$ cat config.mk
export PLATFORM = sky130hd
export DESIGN_NAME = approx_mult_error_monitor
export DESIGN_NICKNAME = d
export VERILOG_FILES = /design/src/rtl/approx_eval_pkg.sv /design/src/rtl/err_diff_stage.sv /design/src/rtl/approx_mult_error_monitor.sv
export SDC_FILE = /design/constraint.sdc
export NUM_CORES = 1
export LEC_CHECK = 0
export BUFFER_PORTS_ARGS = -buffer_cell sky130_fd_sc_hd__buf_4
export CELL_PAD_IN_SITES_DETAIL_PLACEMENT = 0
export CELL_PAD_IN_SITES_GLOBAL_PLACEMENT = 2
export CORE_ASPECT_RATIO = 0.5
export CORE_MARGIN = 1.5
export CORE_UTILIZATION = 39
export CTS_CLUSTER_DIAMETER = 30
export CTS_CLUSTER_SIZE = 8
export DETAILED_ROUTE_END_ITERATION = 16
export PLACE_DENSITY_LB_ADDON = 0.15
export SYNTH_ARGS = -nofsm -noshare
export SYNTH_HDL_FRONTEND = slang
export SYNTH_SLANG_ARGS = --single-unit
export TNS_END_PERCENT = 50
$ cat constraint.sdc
create_clock -name clk -period 12.2 [get_ports clk]
set_input_delay 1.83 -clock clk [delete_from_list [all_inputs] [get_ports clk]]
set_output_delay 1.83 -clock clk [all_outputs]
set_load 0.03 [all_outputs]
$ cat src/rtl/approx_eval_pkg.sv
// rtl/approx_eval_pkg.sv - shared types and width helpers for approximate-multiplier evaluation
package approx_eval_pkg;

    typedef enum logic [1:0] {
        IDLE  = 2'd0,
        RUN   = 2'd1,
        DRAIN = 2'd2,
        DONE  = 2'd3
    } eval_state_t;

    // Products of two WIDTH-bit operands are twice as wide.
    localparam int PROD_SCALE = 2;

    function automatic int prod_width(input int width);
        return PROD_SCALE * width;
    endfunction

    // Absolute-error accumulator: N samples of at most 2^(2W)-1 each.
    function automatic int acc_width(input int width, input int win_log2);
        return win_log2 + prod_width(width);
    endfunction

endpackage

$ cat src/rtl/err_diff_stage.sv
// rtl/err_diff_stage.sv - registered exact multiply (S1) and signed/absolute error (S2)
module err_diff_stage
    import approx_eval_pkg::*;
#(
    parameter int WIDTH = 8,
    localparam int PW = prod_width(WIDTH)
) (
    input  logic                 clk,
    input  logic                 rst,
    input  logic                 accept,
    input  logic [WIDTH-1:0]     x,
    input  logic [WIDTH-1:0]     y,
    input  logic [PW-1:0]        z_apx,
    output logic                 s1_valid,
    output logic signed [PW:0]   err,
    output logic [PW-1:0]        abs_err
);

    logic [PW-1:0] exact_q;
    logic [PW-1:0] z_q;

    // S1: capture the exact product and the approximate one for each accepted sample
    always_ff @(posedge clk) begin
        if (rst) begin
            s1_valid <= 1'b0;
            exact_q  <= '0;
            z_q      <= '0;
        end else begin
            s1_valid <= accept;
            if (accept) begin
                exact_q <= PW'(x) * PW'(y);
                z_q     <= z_apx;
            end
        end
    end

    // S2: one extra bit keeps the difference exact; its magnitude always fits PW bits
    always_comb begin
        err     = $signed({1'b0, z_q}) - $signed({1'b0, exact_q});
        abs_err = err[PW] ? PW'(-err) : err[PW-1:0];
    end

endmodule

$ cat src/rtl/approx_mult_error_monitor.sv
// rtl/approx_mult_error_monitor.sv - windowed error statistics for an approximate multiplier
module approx_mult_error_monitor
    import approx_eval_pkg::*;
#(
    parameter int WIDTH    = 8,
    parameter int WIN_LOG2 = 8,
    localparam int PW      = prod_width(WIDTH),
    localparam int ACC_W   = acc_width(WIDTH, WIN_LOG2)
) (
    input  logic                 clk,
    input  logic                 rst,
    input  logic                 start,
    input  logic                 in_valid,
    output logic                 in_ready,
    input  logic [WIDTH-1:0]     x,
    input  logic [WIDTH-1:0]     y,
    input  logic [PW-1:0]        z_apx,
    output logic                 res_valid,
    input  logic                 res_ready,
    output logic [WIN_LOG2:0]    err_count,
    output logic [ACC_W-1:0]     sae,
    output logic [ACC_W:0]       sse,
    output logic [PW-1:0]        max_err,
    output logic                 busy
);

    eval_state_t state, state_next;
    logic [WIN_LOG2-1:0] sample_cnt;
    logic accept;
    logic last_accept;
    logic clear;
    logic s1_valid;
    logic signed [PW:0] err;
    logic [PW-1:0] abs_err;

    assign accept      = in_valid && (state == RUN);
    assign last_accept = accept && (&sample_cnt);
    assign busy        = (state != IDLE);

    err_diff_stage #(.WIDTH(WIDTH)) u_diff (
        .clk      (clk),
        .rst      (rst),
        .accept   (accept),
        .x        (x),
        .y        (y),
        .z_apx    (z_apx),
        .s1_valid (s1_valid),
        .err      (err),
        .abs_err  (abs_err)
    );

    // Window sequencing: the accumulator update is the S2 register, so S1 empty means drained
    always_comb begin
        state_next = state;
        in_ready   = 1'b0;
        res_valid  = 1'b0;
        clear      = 1'b0;
        case (state)
            IDLE: begin
                if (start) begin
                    clear      = 1'b1;
                    state_next = RUN;
                end
            end
            RUN: begin
                in_ready = 1'b1;
                if (last_accept) begin
                    state_next = DRAIN;
                end
            end
            DRAIN: begin
                if (!s1_valid) begin
                    state_next = DONE;
                end
            end
            DONE: begin
                res_valid = 1'b1;
                if (res_ready) begin
                    state_next = IDLE;
                end
            end
            default: state_next = IDLE;
        endcase
    end

    // State register
    always_ff @(posedge clk) begin
        if (rst) begin
            state <= IDLE;
        end else begin
            state <= state_next;
        end
    end

    // Sample counter; wraps to zero on the final accept of the window
    always_ff @(posedge clk) begin
        if (rst || clear) begin
            sample_cnt <= '0;
        end else if (accept) begin
            sample_cnt <= sample_cnt + 1'b1;
        end
    end

    // Statistics accumulate one sample per S2 beat; widths are sized so nothing can wrap
    always_ff @(posedge clk) begin
        if (rst || clear) begin
            err_count <= '0;
            sae       <= '0;
            sse       <= '0;
            max_err   <= '0;
        end else if (s1_valid) begin
            err_count <= err_count + {{WIN_LOG2{1'b0}}, (|abs_err)};
            sae       <= sae + {{WIN_LOG2{1'b0}}, abs_err};
            sse       <= sse + {{WIN_LOG2{err[PW]}}, err};
            if (abs_err > max_err) begin
                max_err <= abs_err;
            end
        end
    end

endmodule

* After elaboration in Yosys (flattened, before gate mapping) *
Index checks and enable logic that the tools add are counted.
Widths: inputs -> output; s select.

operators by class
  equality and inequality tests = 7
  reductions and logical operators = 9
  $mul = 1
  add/sub/neg operators = 6
  mux-type cells = 10
  magnitude comparators = 1

operators with widths
  operator             count
  $add 25x25->25       1
  $add 24x16->24       1
  $sub 16x16->17       1
  $gt 16x16->1         1
  $mul 8x8->16         1
  $mux 16              1
  $neg 16->16          1
  $reduce_or 16->1     1
  $add 9x1->9          1
  $add 8x1->8 const B  1
  $mux 2               4
  $ne 2x2->1 const B   4
  $pmux 2 s4           1
  $reduce_and 8->1     1
  $eq 2x2->1 const B   2
  $mux 1               4
  $reduce_and 4->1     1
  $eq 2x1->1 const B   1
  $logic_and 1x1->1    2
  $logic_not 2->1      1
  $reduce_and 2->1     1
  $reduce_bool 2->1    1
  $logic_or 1x1->1     1

word-level totals
  flip-flop bits (word level) = 117
  output and inout port bits = 77
  word-level logic and storage cells = 43

* Logic depth before layout (Yosys ltp) *
Gate-level depths: netlist (run 1).

  depth after elaboration = 5
  gate-level depth with buffers = 23

* Cells and area by module *
A second synthesis (run 1) with hierarchy kept.

unflattened totals
  cells, all modules = 1186
  area total of the unflattened synthesis = 9992.1 µm²

by module, submodules not included
  module                     cells an instance  sequential area each (µm²)  area each (µm²)  instances
  approx_mult_error_monitor  690                1681.6                      5728.0           1
  err_diff_stage             496                660.6                       4264.1           1

* Worst setup path before layout (run 1) *
No wires, ideal clock.

  path kind = input-to-reg
  start point = in x[1]
  end point = reg u_diff.exact_q[14]
  arrival = 6.037 ns
  buffers on the path = 0
  library setup time = 0.106 ns
  cell stages on the path = 18
  setup slack = 6.057 ns
  cell sequence = and2_1 fa_1 fa_1 inv_1 fa_1 fa_1 inv_1 ha_1 inv_1 o21ai_0 a21oi_1 o21ai_0 a21oi_1 o21ai_0 a21oi_1 o21ai_0 or4b_2 o311ai_0

on the way
  cells in the longest elaborated chain, start to end = 1

RTL lines
  item                  line                             source
  from (decl)           approx_mult_error_monitor.sv:15  input logic [WIDTH-1:0] x,
  $mul 8x8->16          err_diff_stage.sv:31             exact_q <= PW'(x) * PW'(y);
  to (signal assigned)  err_diff_stage.sv:31
  to (decl)             err_diff_stage.sv:19             logic [PW-1:0] exact_q;

Every way passes these cells.
A chain may end at the register's enable or synchronous reset.

* Final worst setup path (run 1) *
  start point = reg u_diff.z_q[0]
  end point = reg sae[20]

on the way
  cells in the longest elaborated chain, start to end = 4

RTL lines
  item                    line                              source
  from (decl)             err_diff_stage.sv:20              logic [PW-1:0] z_q;
  from (signal assigned)  err_diff_stage.sv:32              z_q <= z_apx;
  $sub 16x16->17 (*)      err_diff_stage.sv:39              err = $signed({1'b0, z_q}) - $signed({1'b0, exact_q});
  $neg 16->16             err_diff_stage.sv:40              abs_err = err[PW] ? PW'(-err) : err[PW-1:0];
  $mux 16 (*)             err_diff_stage.sv:40
  named net abs_err[3]    approx_mult_error_monitor.sv:34   logic [PW-1:0] abs_err;
  $add 24x16->24 (*)      approx_mult_error_monitor.sv:113  sae <= sae + {{WIN_LOG2{1'b0}}, abs_err};
  to (signal assigned)    approx_mult_error_monitor.sv:113
  to (decl)               approx_mult_error_monitor.sv:21   output logic [ACC_W-1:0] sae,

Mark *: on every way through the listed nets, which the timed path passes. The rest lies on a longest branch.

==> results of run 1 <==
-- area by class of cell --
class | count | area [um^2] | share of cell area, %
Sequential cell | 117 | 2344 | 19.78
Inverter | 108 | 405.4 | 3.421
Clock buffer | 23 | 478.0 | 4.034
Tap cell | 344 | 430.4 | 3.633
Clock inverter | 9 | 125.1 | 1.056
Timing Repair Buffer | 121 | 908.4 | 7.666
Multi-Input combinational cell | 959 | 7158 | 60.41
-- logic make-up after synthesis --
logic type	after synthesis
DFF	117
buffers and inverters	142
AOI/OAI and AO/OA	253
adders and majority gates	154
xor gates and xnor gates	80
muxes	48
and+or+nand+nor	424
-- synthesized netlist by cell type, drive strengths merged (4+ instances only) --
cell type,number
a31o,4
nor3,26
nand3,21
nand2,157
ha,115
o211ai,8
inv,107
o21ai,38
nand4,12
o41ai,4
fa,39
dfxtp,117
o21bai,6
o31ai,4
a21o,27
buf,4
nor4,4
clkbuf,30
and3,10
and2,41
xor2,31
nor2,110
a31oi,7
or2,4
or3,13
o31a,4
a211o,5
nor2b,6
nand2b,5
o21a,8
o22ai,6
xnor2,46
a21oi,92
o311ai,4
mux2i,48
a211oi,17
-- metal layers --
| layer | vias up | part of all wire, % | track usage (%) |
|---|---|---|---|
| li1 | 4418 | - | - |
| met1 | 4091 | 51 | 27.08 |
| met2 | 128 | 44 | 32.31 |
| met3 | 30 | 3.8 | 4.248 |
| met4 | 0 | 1.6 | 6.492 |
| met5 | - | 0 | 0 |
-- worst paths after layout --
kind / startpoint / to / slack, ns / cells after the start
hold reg to reg: u_diff.exact_q[13] / u_diff.exact_q[13] / 0.45 / 2
setup / recovery: u_diff.z_q[0] / sae[20] / 6.00 / 23
hold / removal: u_diff.exact_q[13] / u_diff.exact_q[13] / 0.45 / 2
setup reg to reg: u_diff.z_q[0] / sae[20] / 6.00 / 23
-- worst max-delay path: stages (launching register included) --
cell	delay, ns
dfxtp_1	0.32
inv_1	0.05
ha_1	0.22
fa_1	0.45
nor2b_4	0.16
o2111a_1	0.23
o31a_1	0.30
a21oi_1	0.11
o21ai_1	0.15
buf_4	0.24
clkinv_1	0.70
nand2_1	0.29
xnor2_1	0.29
ha_1	0.34
a21oi_1	0.22
o21bai_1	0.10
a21o_1	0.20
a21oi_1	0.25
o211ai_1	0.17
a41o_1	0.30
a211oi_1	0.58
nor3b_1	0.15
xnor2_1	0.17
nor2_1	0.05
-- state kept, by name, summed over array words and instances, names as in the netlist --
signal           count
sae                 24
sample_cnt           8
err_count            9
u_diff.s1_valid      1
sse                 25
u_diff.z_q          16
u_diff.exact_q      16
max_err             16
state                2
-- metrics by stage --
stage | std cells | area, um^2 | hold slack (ns) | worst slack (ns)
final | 1681 | 11850 | 0.4519 | 5.995
after global routing | 1681 | 11850 | 0.4752 | 5.552
after CTS | 1681 | 11850 | 0.4520 | 5.998
after detailed placement | 1649 | 11250 | 0.4460 | 5.634
after global placement | 1649 | 11250 | 0.4427 | 5.688
after floorplan | 1218 | 10040 | 0.4319 | 6.057
==> results.txt, run 1 <==
Final hold vios: 0
CTS Hold Buffers Added: 0
WP data required: 12.50 ns
Post-cts resize count: 0
Global-route wire length before repair: 42.20 mm
Vias: 8667
Clock-pin slew on the worst setup and hold paths: 0.06 ns
Largest area contributor in the netlist: dfxtp_1
Layout fillers: 2581
#FFs+latches synth: 117
Final Max Slew Viols: 0
Final Util: 46.95%
Achievable clock frequency: 0.1612 GHz
Skew final: 0.008845 ns
Commonest non-fill, non-tap cell in the layout: nand2_1
Netlist Area Pre-Place: 10040 um^2
Max clock buf depth: 2
Mux contribution to synthesized area: 4.787%
Post-synth ARST share: 0%
Final wirelength: 25.80 mm
WL/cell: 15.35 um
DRT antenna net count: 0
CTS Buf Count: 17
Clock Latency Late Sink: 0.44 ns
Share of the synthesized area in the top cell type: 23.34%
Clock sinks: 117
Syn Inst Count: 1218
Gr usage total: 20.07%
Final TNS setup: 0 ns
Status: completed
Sequential element share of the synthesized area: 23.34%
Die span in y: 116.4 um
Area Growth Syn to Fin: 18.07%
DRC violations left: 0
Worst slew margin relative to its limit: 23.84%
Worst Tran Pin Value: 1.139 ns
Fin crit share: 50.86%
Row count: 41
Initial antenna violation count: 0
Max cap viols: 0
HPWL Detailed: 20.08 mm
Post-synthesis xor/xnor area fraction: 7.692%
Cell variety after synth: 78
Layout cells sized above 1: 13.61%
NumNets Final: 1515
N_diodes: 0
Initial DRC count: 387
Starting Density: 39.76%
Worst Setup Start Kind: flop
Compound-Gate Fraction of Synth Area: 16.83%
Die footprint: 26760 um^2
Die width: 229.9 um
Crit path arrival time: 6.51 ns
Post-synth EDFFs: 0
Vias in the first global route: 8258
YS warnings: 0
Drt first pass iters: 5
Port bufs: 113
CP Max Fanout: 26
Post-synth top flop: dfxtp_1
Synth Area per Inst: 8.240 um^2
Core area: 25240 um^2
Final GP Congestion: 0.8543
Post-Synth Adder-Cell Area: 22.12%
Hold Path Class: reg -> reg
Commonest non-fill, non-tap cells in the layout: 157 x nand2_1, 121 x buf_4, 116 x dfxtp_1, 115 x ha_1, 110 x nor2_1
Via density: 5.156
RSZ-0062 raised after global routing: false
Top cells by area, synth: dfxtp_1 23%, ha_1 14%, fa_1 7.8%
Largest net degree at the start of global routing: 57
CTS tree: built
Simple-gate area share of the yosys netlist: 19.77%
Clock Tree Root: clkbuf_16
Final setup fails: 0
Crit Path Category: reg -> reg
Shortest period the worst path allows: 6.205 ns
GRT overflow: 0
Largest family of logic cells by synthesized area: adder cells
Post-CTS setup buffer count: 0
Crit. End Element: flop
I/O pin total: 114
Syn_nets: 1409
H-Tree Depth: 4
Power of run 1 is not shown: default switching activity piles up to over one toggle a cycle in this logic, so the estimate is an artifact.
==> inputs of run 2 (changes only) <==
--- a/config.mk
+++ b/config.mk
@@ -5,12 +5,13 @@
 export SDC_FILE = /design/constraint.sdc
 export NUM_CORES = 1
 export LEC_CHECK = 0
+export ABC_AREA = 1
 export BUFFER_PORTS_ARGS = -buffer_cell sky130_fd_sc_hd__buf_4
 export CELL_PAD_IN_SITES_DETAIL_PLACEMENT = 0
 export CELL_PAD_IN_SITES_GLOBAL_PLACEMENT = 2
 export CORE_ASPECT_RATIO = 0.5
 export CORE_MARGIN = 1.5
-export CORE_UTILIZATION = 39
+export CORE_UTILIZATION = 34
 export CTS_CLUSTER_DIAMETER = 30
 export CTS_CLUSTER_SIZE = 8
 export DETAILED_ROUTE_END_ITERATION = 16
==> constraint.sdc (replaced) <==
create_clock -name clk -period 6.3 [get_ports clk]
set_input_delay 0.945 -clock clk [delete_from_list [all_inputs] [get_ports clk]]
set_output_delay 0.945 -clock clk [all_outputs]
set_load 0.03 [all_outputs]
==> run 2 against run 1 <==
Register-to-register slack got worse by 4.5 ns. Non-clock buffer count rose by 1. Via count rose by 8.8%. Fmax rose by 28%. Critical path depth rose by 2. Routed wire length rose by 7.2%. Final cell count rose by 20%. Critical path type unchanged.
==> results.txt, run 2 <==
Max cap viols: 0 (unchanged)
Initial DRC count: 422 (was 387)
CTS tree: built (unchanged)
Vias: 9430 (was 8667)
Largest net degree at the start of global routing: 50 (was 57)
R2r startpoint: u_diff.z_q[0] (unchanged)
#FFs+latches synth: 117 (unchanged)
Post-synth ARST share: 0% (unchanged)
Commonest non-fill, non-tap cells in the layout: 289 x nand2_1, 279 x inv_1, 170 x nor2_1, 123 x a21oi_1, 122 x buf_4 (was 157 x nand2_1, 121 x buf_4, 116 x dfxtp_1, 115 x ha_1, 110 x nor2_1)
Post-synth top flop: dfxtp_1 (unchanged)
WHS Path Cells: 2 (unchanged)
Port bufs: 113 (unchanged)
Shortest period the worst path allows: 4.853 ns (was 6.205 ns)
Min-delay src: u_diff.z_q[0] (was u_diff.exact_q[13])
Final TNS setup: 0 ns (unchanged)
Drt first pass iters: 6 (was 5)
Row count: 44 (was 41)
Final hold vios: 0 (unchanged)
Max incr delay on CP: 0.53 ns (was 0.70 ns)
Final instance area: 12070 um^2 (was 11850 um^2)
Sequential element share of the synthesized area: 22.68% (was 23.34%)
Die footprint: 31500 um^2 (was 26760 um^2)
Commonest non-fill, non-tap cell in the layout: nand2_1 (unchanged)
H-Tree Depth: 4 (unchanged)
Crit Path Category: reg -> reg (unchanged)
Crit path arrival time: 5.17 ns (was 6.51 ns)
Worst slew margin relative to its limit: 56.00% (was 23.84%)
Worst Tran Pin Value: 0.6592 ns (was 1.139 ns)
Die width: 249.5 um (was 229.9 um)
Largest area contributor in the netlist: dfxtp_1 (unchanged)
Final setup fails: 0 (unchanged)
Syn Inst Count: 1521 (was 1218)
Reg2reg path depth: 25 (was 23)
CTS Hold Buffers Added: 0 (unchanged)
Clock-pin slew on the worst setup and hold paths: 0.06 ns (about the same)
Final GP Congestion: 0.8685 (was 0.8543)
YS warnings: 0 (unchanged)
Most instantiated cells after synthesis: 289 x nand2_1, 279 x inv_1, 170 x nor2_1 (was 157 x nand2_1, 117 x dfxtp_1, 115 x ha_1)
Clock sinks: 117 (unchanged)
Final Max Slew Viols: 0 (unchanged)
Setup Slack @ Placement: 1.122 ns (was 5.634 ns)
Cell count after placement: 1983 (was 1649)
Share of the synthesized area in the top cell type: 22.68% (was 23.34%)
Post-cts resize count: 0 (unchanged)
Starting Density: 35.07% (was 39.76%)
R2r setup slk: 1.45 ns (was 6.00 ns)
Skew final: 0.007159 ns (was 0.008845 ns)
Crit. End Element: flop (unchanged)
Netlist Area Pre-Place: 10330 um^2 (was 10040 um^2)
Cell variety after synth: 44 (was 78)
Area Growth Syn to Fin: 16.84% (was 18.07%)
I/O pin total: 114 (unchanged)
Most common cell in the netlist: nand2_1 (unchanged)
RSZ-0062 raised after global routing: false (unchanged)
HPWL Detailed: 22.17 mm (was 20.08 mm)
Status: completed (unchanged)
Syn_nets: 1712 (was 1409)
Most used cell, CP: o21ai_0 (was a21oi_1)
Top reg by flops: sse (unchanged)
Global-route wire length before repair: 45.56 mm (was 42.20 mm)
Fin crit share: 77.04% (was 50.86%)
Layout cells sized above 1: 11.58% (was 13.61%)
NumNets Final: 1802 (was 1515)
WL/cell: 13.74 um (was 15.35 um)
Hold Path Class: reg -> reg (unchanged)
Critical R2R Capture: sae[18] (was sae[20])
GRT overflow: 0 (unchanged)
CP Max Fanout: 25 (was 26)
DRC violations left: 0 (unchanged)
Initial antenna violation count: 0 (unchanged)
Post-synth EDFFs: 0 (unchanged)
CP top delay family: compound AO/OA/AOI/OAI gates (unchanged)
Critical path buffers and inverters: 4 (was 3)
Via density: 4.682 (was 5.156)
Area after DPL: 11510 um^2 (was 11250 um^2)
Top cells by area, synth: dfxtp_1 23%, ha_1 14%, nand2_1 11% (was dfxtp_1 23%, ha_1 14%, fa_1 7.8%)
Vias in the first global route: 8949 (was 8258)
Synth Area per Inst: 6.791 um^2 (was 8.240 um^2)
Core area: 29450 um^2 (was 25240 um^2)
Post-route insts no fill: 2014 (was 1681)
Worst path slowest cell: o21ai_0 (was clkinv_1)
Max clock buf depth: 2 (unchanged)
DRT antenna net count: 0 (unchanged)
Post-CTS setup buffer count: 0 (unchanged)
Achievable clock frequency: 0.2060 GHz (was 0.1612 GHz)
Gr usage total: 18.15% (was 20.07%)
Final setup margin: 1.447 ns (was 5.995 ns)
N_diodes: 0 (unchanged)
Worst Setup Start Kind: flop (unchanged)
Clock Tree Root: clkbuf_16 (unchanged)
Clock Latency Late Sink: 0.43 ns (was 0.44 ns)
WP data required: 6.62 ns (was 12.50 ns)
Die span in y: 126.2 um (was 116.4 um)
Largest registers: sse: 25 flops, sae: 24 flops (unchanged)
CTS Buf Count: 17 (unchanged)
Worst Hold Path EP: u_diff.z_q[0] (was u_diff.exact_q[13])
Final wirelength: 27.67 mm (was 25.80 mm)
Layout fillers: 3134 (was 2581)
Max reg flops: 25 (unchanged)
==> run 2: metrics by stage <==
| step | hold WS, ns | util (%) |
|---|---|---|
| after floorplan | 0.4331 | - |
| after global placement | 0.4479 | 39.07 |
| after detailed placement | 0.4552 | 39.07 |
| after CTS | 0.4646 | 40.97 |
| after global routing | 0.4814 | 40.97 |
| final | 0.4616 | 40.97 |
==> run 2: layout make-up <==
class                   count  area [um^2]  area share, %
repair buffers            122        915.9          7.589
multi-input cells        1066         6683          55.38
flip-flops and latches    117         2344          19.42
well taps                 391        489.2          4.054
inverters                 287         1077          8.927
clock buffers              20        456.7          3.784
clock inverters            11        102.6         0.8502
==> run 2: layer usage <==
metal / vias to the layer above / global-route usage (%) / wire [um]
met5: - / 0 / 0
met4: 0 / 3.874 / 193
met3: 13 / 3.597 / 695
met2: 98 / 30.18 / 12630
met1: 4317 / 24.39 / 14140
li1: 5002 / - / -
==> run 2: cell families (layout without fill, tap and decap cells) <==
family | Yosys count | after routing | synth area share [%]
AND/OR/NAND/NOR | 586 | 586 | 23.88
adder cells (fa/ha/maj) | 154 | 154 | 21.49
AO/OA/AOI/OAI | 274 | 274 | 14.74
buffers and inverters | 338 | 440 | 12.73
flip-flops | 117 | 117 | 22.68
XOR/XNOR | 52 | 52 | 4.482
==> run 2: worst reg2reg max path: cells and delay by family, from the launching register on <==
| kind | cells | cell delay [ns] |
|---|---|---|
| AOI/OAI and AO/OA | 10 | 2.17 |
| DFF | 1 | 0.30 |
| and+or+nand+nor | 8 | 0.83 |
| adders and majority gates | 3 | 0.93 |
| buffers and inverters | 4 | 0.53 |
==> run 2: how the worst max path moves through the flow <==
stage,from,cells past startpoint,to
after floorplan,x[1],21,u_diff.exact_q[15]
after global placement,x[1],21,u_diff.exact_q[15]
after detailed placement,x[1],21,u_diff.exact_q[15]
after CTS,u_diff.z_q[0],27,sae[19]
after global routing,u_diff.z_q[0],25,sae[18]
final,u_diff.z_q[0],25,sae[18]
Power of run 2 is left out for the same reason.
==> inputs of run 3 (changes only) <==
--- a/config.mk
+++ b/config.mk
@@ -5,13 +5,13 @@
 export SDC_FILE = /design/constraint.sdc
 export NUM_CORES = 1
 export LEC_CHECK = 0
-export ABC_AREA = 1
+export ABC_AREA = 0
 export BUFFER_PORTS_ARGS = -buffer_cell sky130_fd_sc_hd__buf_4
 export CELL_PAD_IN_SITES_DETAIL_PLACEMENT = 0
 export CELL_PAD_IN_SITES_GLOBAL_PLACEMENT = 2
 export CORE_ASPECT_RATIO = 0.5
 export CORE_MARGIN = 1.5
-export CORE_UTILIZATION = 34
+export CORE_UTILIZATION = 33
 export CTS_CLUSTER_DIAMETER = 30
 export CTS_CLUSTER_SIZE = 8
 export DETAILED_ROUTE_END_ITERATION = 16
==> constraint.sdc (replaced) <==
create_clock -name clk -period 4.4 [get_ports clk]
set_input_delay 0.66 -clock clk [delete_from_list [all_inputs] [get_ports clk]]
set_output_delay 0.66 -clock clk [all_outputs]
set_load 0.03 [all_outputs]
==> run 3 against run 2 <==
Global-route usage rose by 0.75 points. Fmax increased by 9.4%. Sequential share of layout area is 3.3 points lower. Die area is 0.11% higher. Critical path type unchanged. Clock-buffer cell count up 4. Non-clock buffer count grew 243. The run now ends with setup timing left. Critical path depth is 7 lower. Clock skew is 0.0064 ns higher. Routed wire length up 8.6%. Worst setup slack worse by 1.5 ns. Via count grew 3.4%.
==> results.txt, run 3 (synthesis results as in run 1) <==
HPWL Detailed: 23.65 mm (was 22.17 mm)
Port bufs: 113 (unchanged)
Via density: 4.944 (was 4.682)
Final GP Congestion: 0.8798 (was 0.8685)
I/O pin total: 114 (unchanged)
Worst Tran Pin Value: 0.9261 ns (was 0.6592 ns)
N_diodes: 0 (unchanged)
Multi-input gate area: 7941 um^2 (was 6683 um^2)
NumNets Final: 1759 (was 1802)
Register area: 2354 um^2 (was 2344 um^2)
CTS tree: built (unchanged)
Crit path arrival time: 4.77 ns (was 5.17 ns)
Crit Path Category: reg -> reg (unchanged)
Failing checks: setup timing
Die span in y: 126.3 um (was 126.2 um)
Clock sinks: 117 (unchanged)
Die footprint: 31530 um^2 (was 31500 um^2)
Largest net degree at the start of global routing: 48 (was 50)
H-Tree Depth: 4 (unchanged)
Clock Tree Root: clkbuf_16 (unchanged)
DRT antenna net count: 0 (unchanged)
Cell count after placement: 1898 (was 1983)
GRT overflow: 0 (unchanged)
Core area: 29450 um^2 (unchanged)
Max cap viols: 0 (unchanged)
Final setup fails: 4 (was 0)
WHS Path Cells: 2 (unchanged)
Crit. End Element: flop (unchanged)
Largest registers: sse: 25 flops, sae: 24 flops (unchanged)
Worst slew margin relative to its limit: 38.20% (was 56.00%)
Initial DRC count: 410 (was 422)
RSZ-0062 raised after global routing: true (was false)
Global-route wire length before repair: 47.91 mm (was 45.56 mm)
Layout cells sized above 1: 34.47% (was 11.58%)
Hold Path Class: reg -> reg (unchanged)
Clock Latency Late Sink: 0.44 ns (was 0.43 ns)
Gr usage total: 18.90% (was 18.15%)
Final Max Slew Viols: 0 (unchanged)
Final wirelength: 30.05 mm (was 27.67 mm)
Vias: 9749 (was 9430)
CTS Buf Count: 17 (unchanged)
Commonest non-fill, non-tap cells in the layout: 352 x buf_4, 155 x nand2_1, 108 x dfxtp_1, 105 x nor2_1, 100 x inv_1 (was 289 x nand2_1, 279 x inv_1, 170 x nor2_1, 123 x a21oi_1, 122 x buf_4)
Layout fillers: 2862 (was 3134)
Clock-pin slew on the worst setup and hold paths: 0.05 ns (was 0.06 ns)
Post-route insts no fill: 1972 (was 2014)
Initial antenna violation count: 0 (unchanged)
Achievable clock frequency: 0.2254 GHz (was 0.2060 GHz)
Max clock buf depth: 2 (unchanged)
Skew final: 0.01352 ns (was 0.007159 ns)
Final TNS setup: -0.09044 ns (was 0 ns)
Starting Density: 34.07% (was 35.07%)
DRC violations left: 0 (unchanged)
Die width: 249.6 um (was 249.5 um)
Commonest non-fill, non-tap cell in the layout: buf_4 (was nand2_1)
Fin crit share: 100.8% (was 77.04%)
Reg2reg path depth: 18 (was 25)
Area Growth Syn to Fin: 45.64% (was 16.84%)
Worst Setup Start Kind: flop (unchanged)
Final Util: 49.63% (was 40.97%)
CP Max Fanout: 5 (was 25)
Row count: 44 (unchanged)
Final hold vios: 0 (unchanged)
Status: finished with violations (was completed)
Top reg by flops: sse (unchanged)
Final setup margin: -0.03666 ns (was 1.447 ns)
Max reg flops: 25 (unchanged)
Vias in the first global route: 9613 (was 8949)
WP data required: 4.73 ns (was 6.62 ns)
Drt first pass iters: 4 (was 6)
Shortest period the worst path allows: 4.437 ns (was 4.853 ns)
WL/cell: 15.24 um (was 13.74 um)
[run 3: path summary, 6_finish.rpt]
path / start / slack [ns] / to
worst min register to register: u_diff.exact_q[6] / 0.45 / u_diff.exact_q[6]
worst max register to register: u_diff.z_q[0] / -0.04 / sae[21]
worst max-delay path: u_diff.z_q[0] / -0.04 / sae[21]
worst min-delay path: u_diff.exact_q[6] / 0.45 / u_diff.exact_q[6]
[run 3: cell type report]
| type | count | share of cell area, % |
|---|---|---|
| Inverter | 108 | 2.782 |
| Sequential cell | 117 | 16.10 |
| Clock inverter | 8 | 0.9930 |
| Clock buffer | 24 | 3.364 |
| Timing Repair Buffer | 365 | 19.08 |
| Tap cell | 391 | 3.347 |
| Multi-Input combinational cell | 959 | 54.33 |
[run 3: repair_timing]
item,4_1_cts,5_1_grt
pin swaps,37,55
hold buffers,0,0
gates resized for setup,47,88
cloned,0,0
hold endpoints to repair,0,0
endpoints found under the setup margin,44,44
buffers inserted,20,23
[run 3: per-stage QoR]
stage / hold WS (ns) / area, um^2 / setup WS, ns
3_5_place_dp: 0.4465 / 13010 / -0.6748
4_1_cts: 0.4338 / 14020 / -0.1779
6_report: 0.4539 / 14620 / -0.03666
3_3_place_gp: 0.4429 / 13010 / -0.4672
5_1_grt: 0.4444 / 14620 / -0.2457
2_1_floorplan: 0.4319 / 10260 / -0.01349
[run 3: layer usage]
metal | track usage, % | share of wire, %
met1 | 24.41 | 48
met2 | 32.20 | 48
met3 | 3.858 | 3.0
met4 | 5.093 | 1.2
met5 | 0 | 0
[run 3: critical path, cell delays in order (launching register included)]
cell and delay [ns]:
dfxtp_2 0.34, inv_2 0.04, ha_4 0.15, fa_2 0.36, buf_4 0.17, xor2_4 0.17, nand3_2 0.13, nor4_4 0.31
buf_4 0.15, or4b_4 0.46, and3_4 0.17, or2_4 0.29, ha_4 0.30, nand4_1 0.12, o211ai_1 0.30, a2111oi_2 0.14
o41ai_2 0.37, a21oi_1 0.14, a31o_2 0.23
Power of run 3 is left out for the same reason.
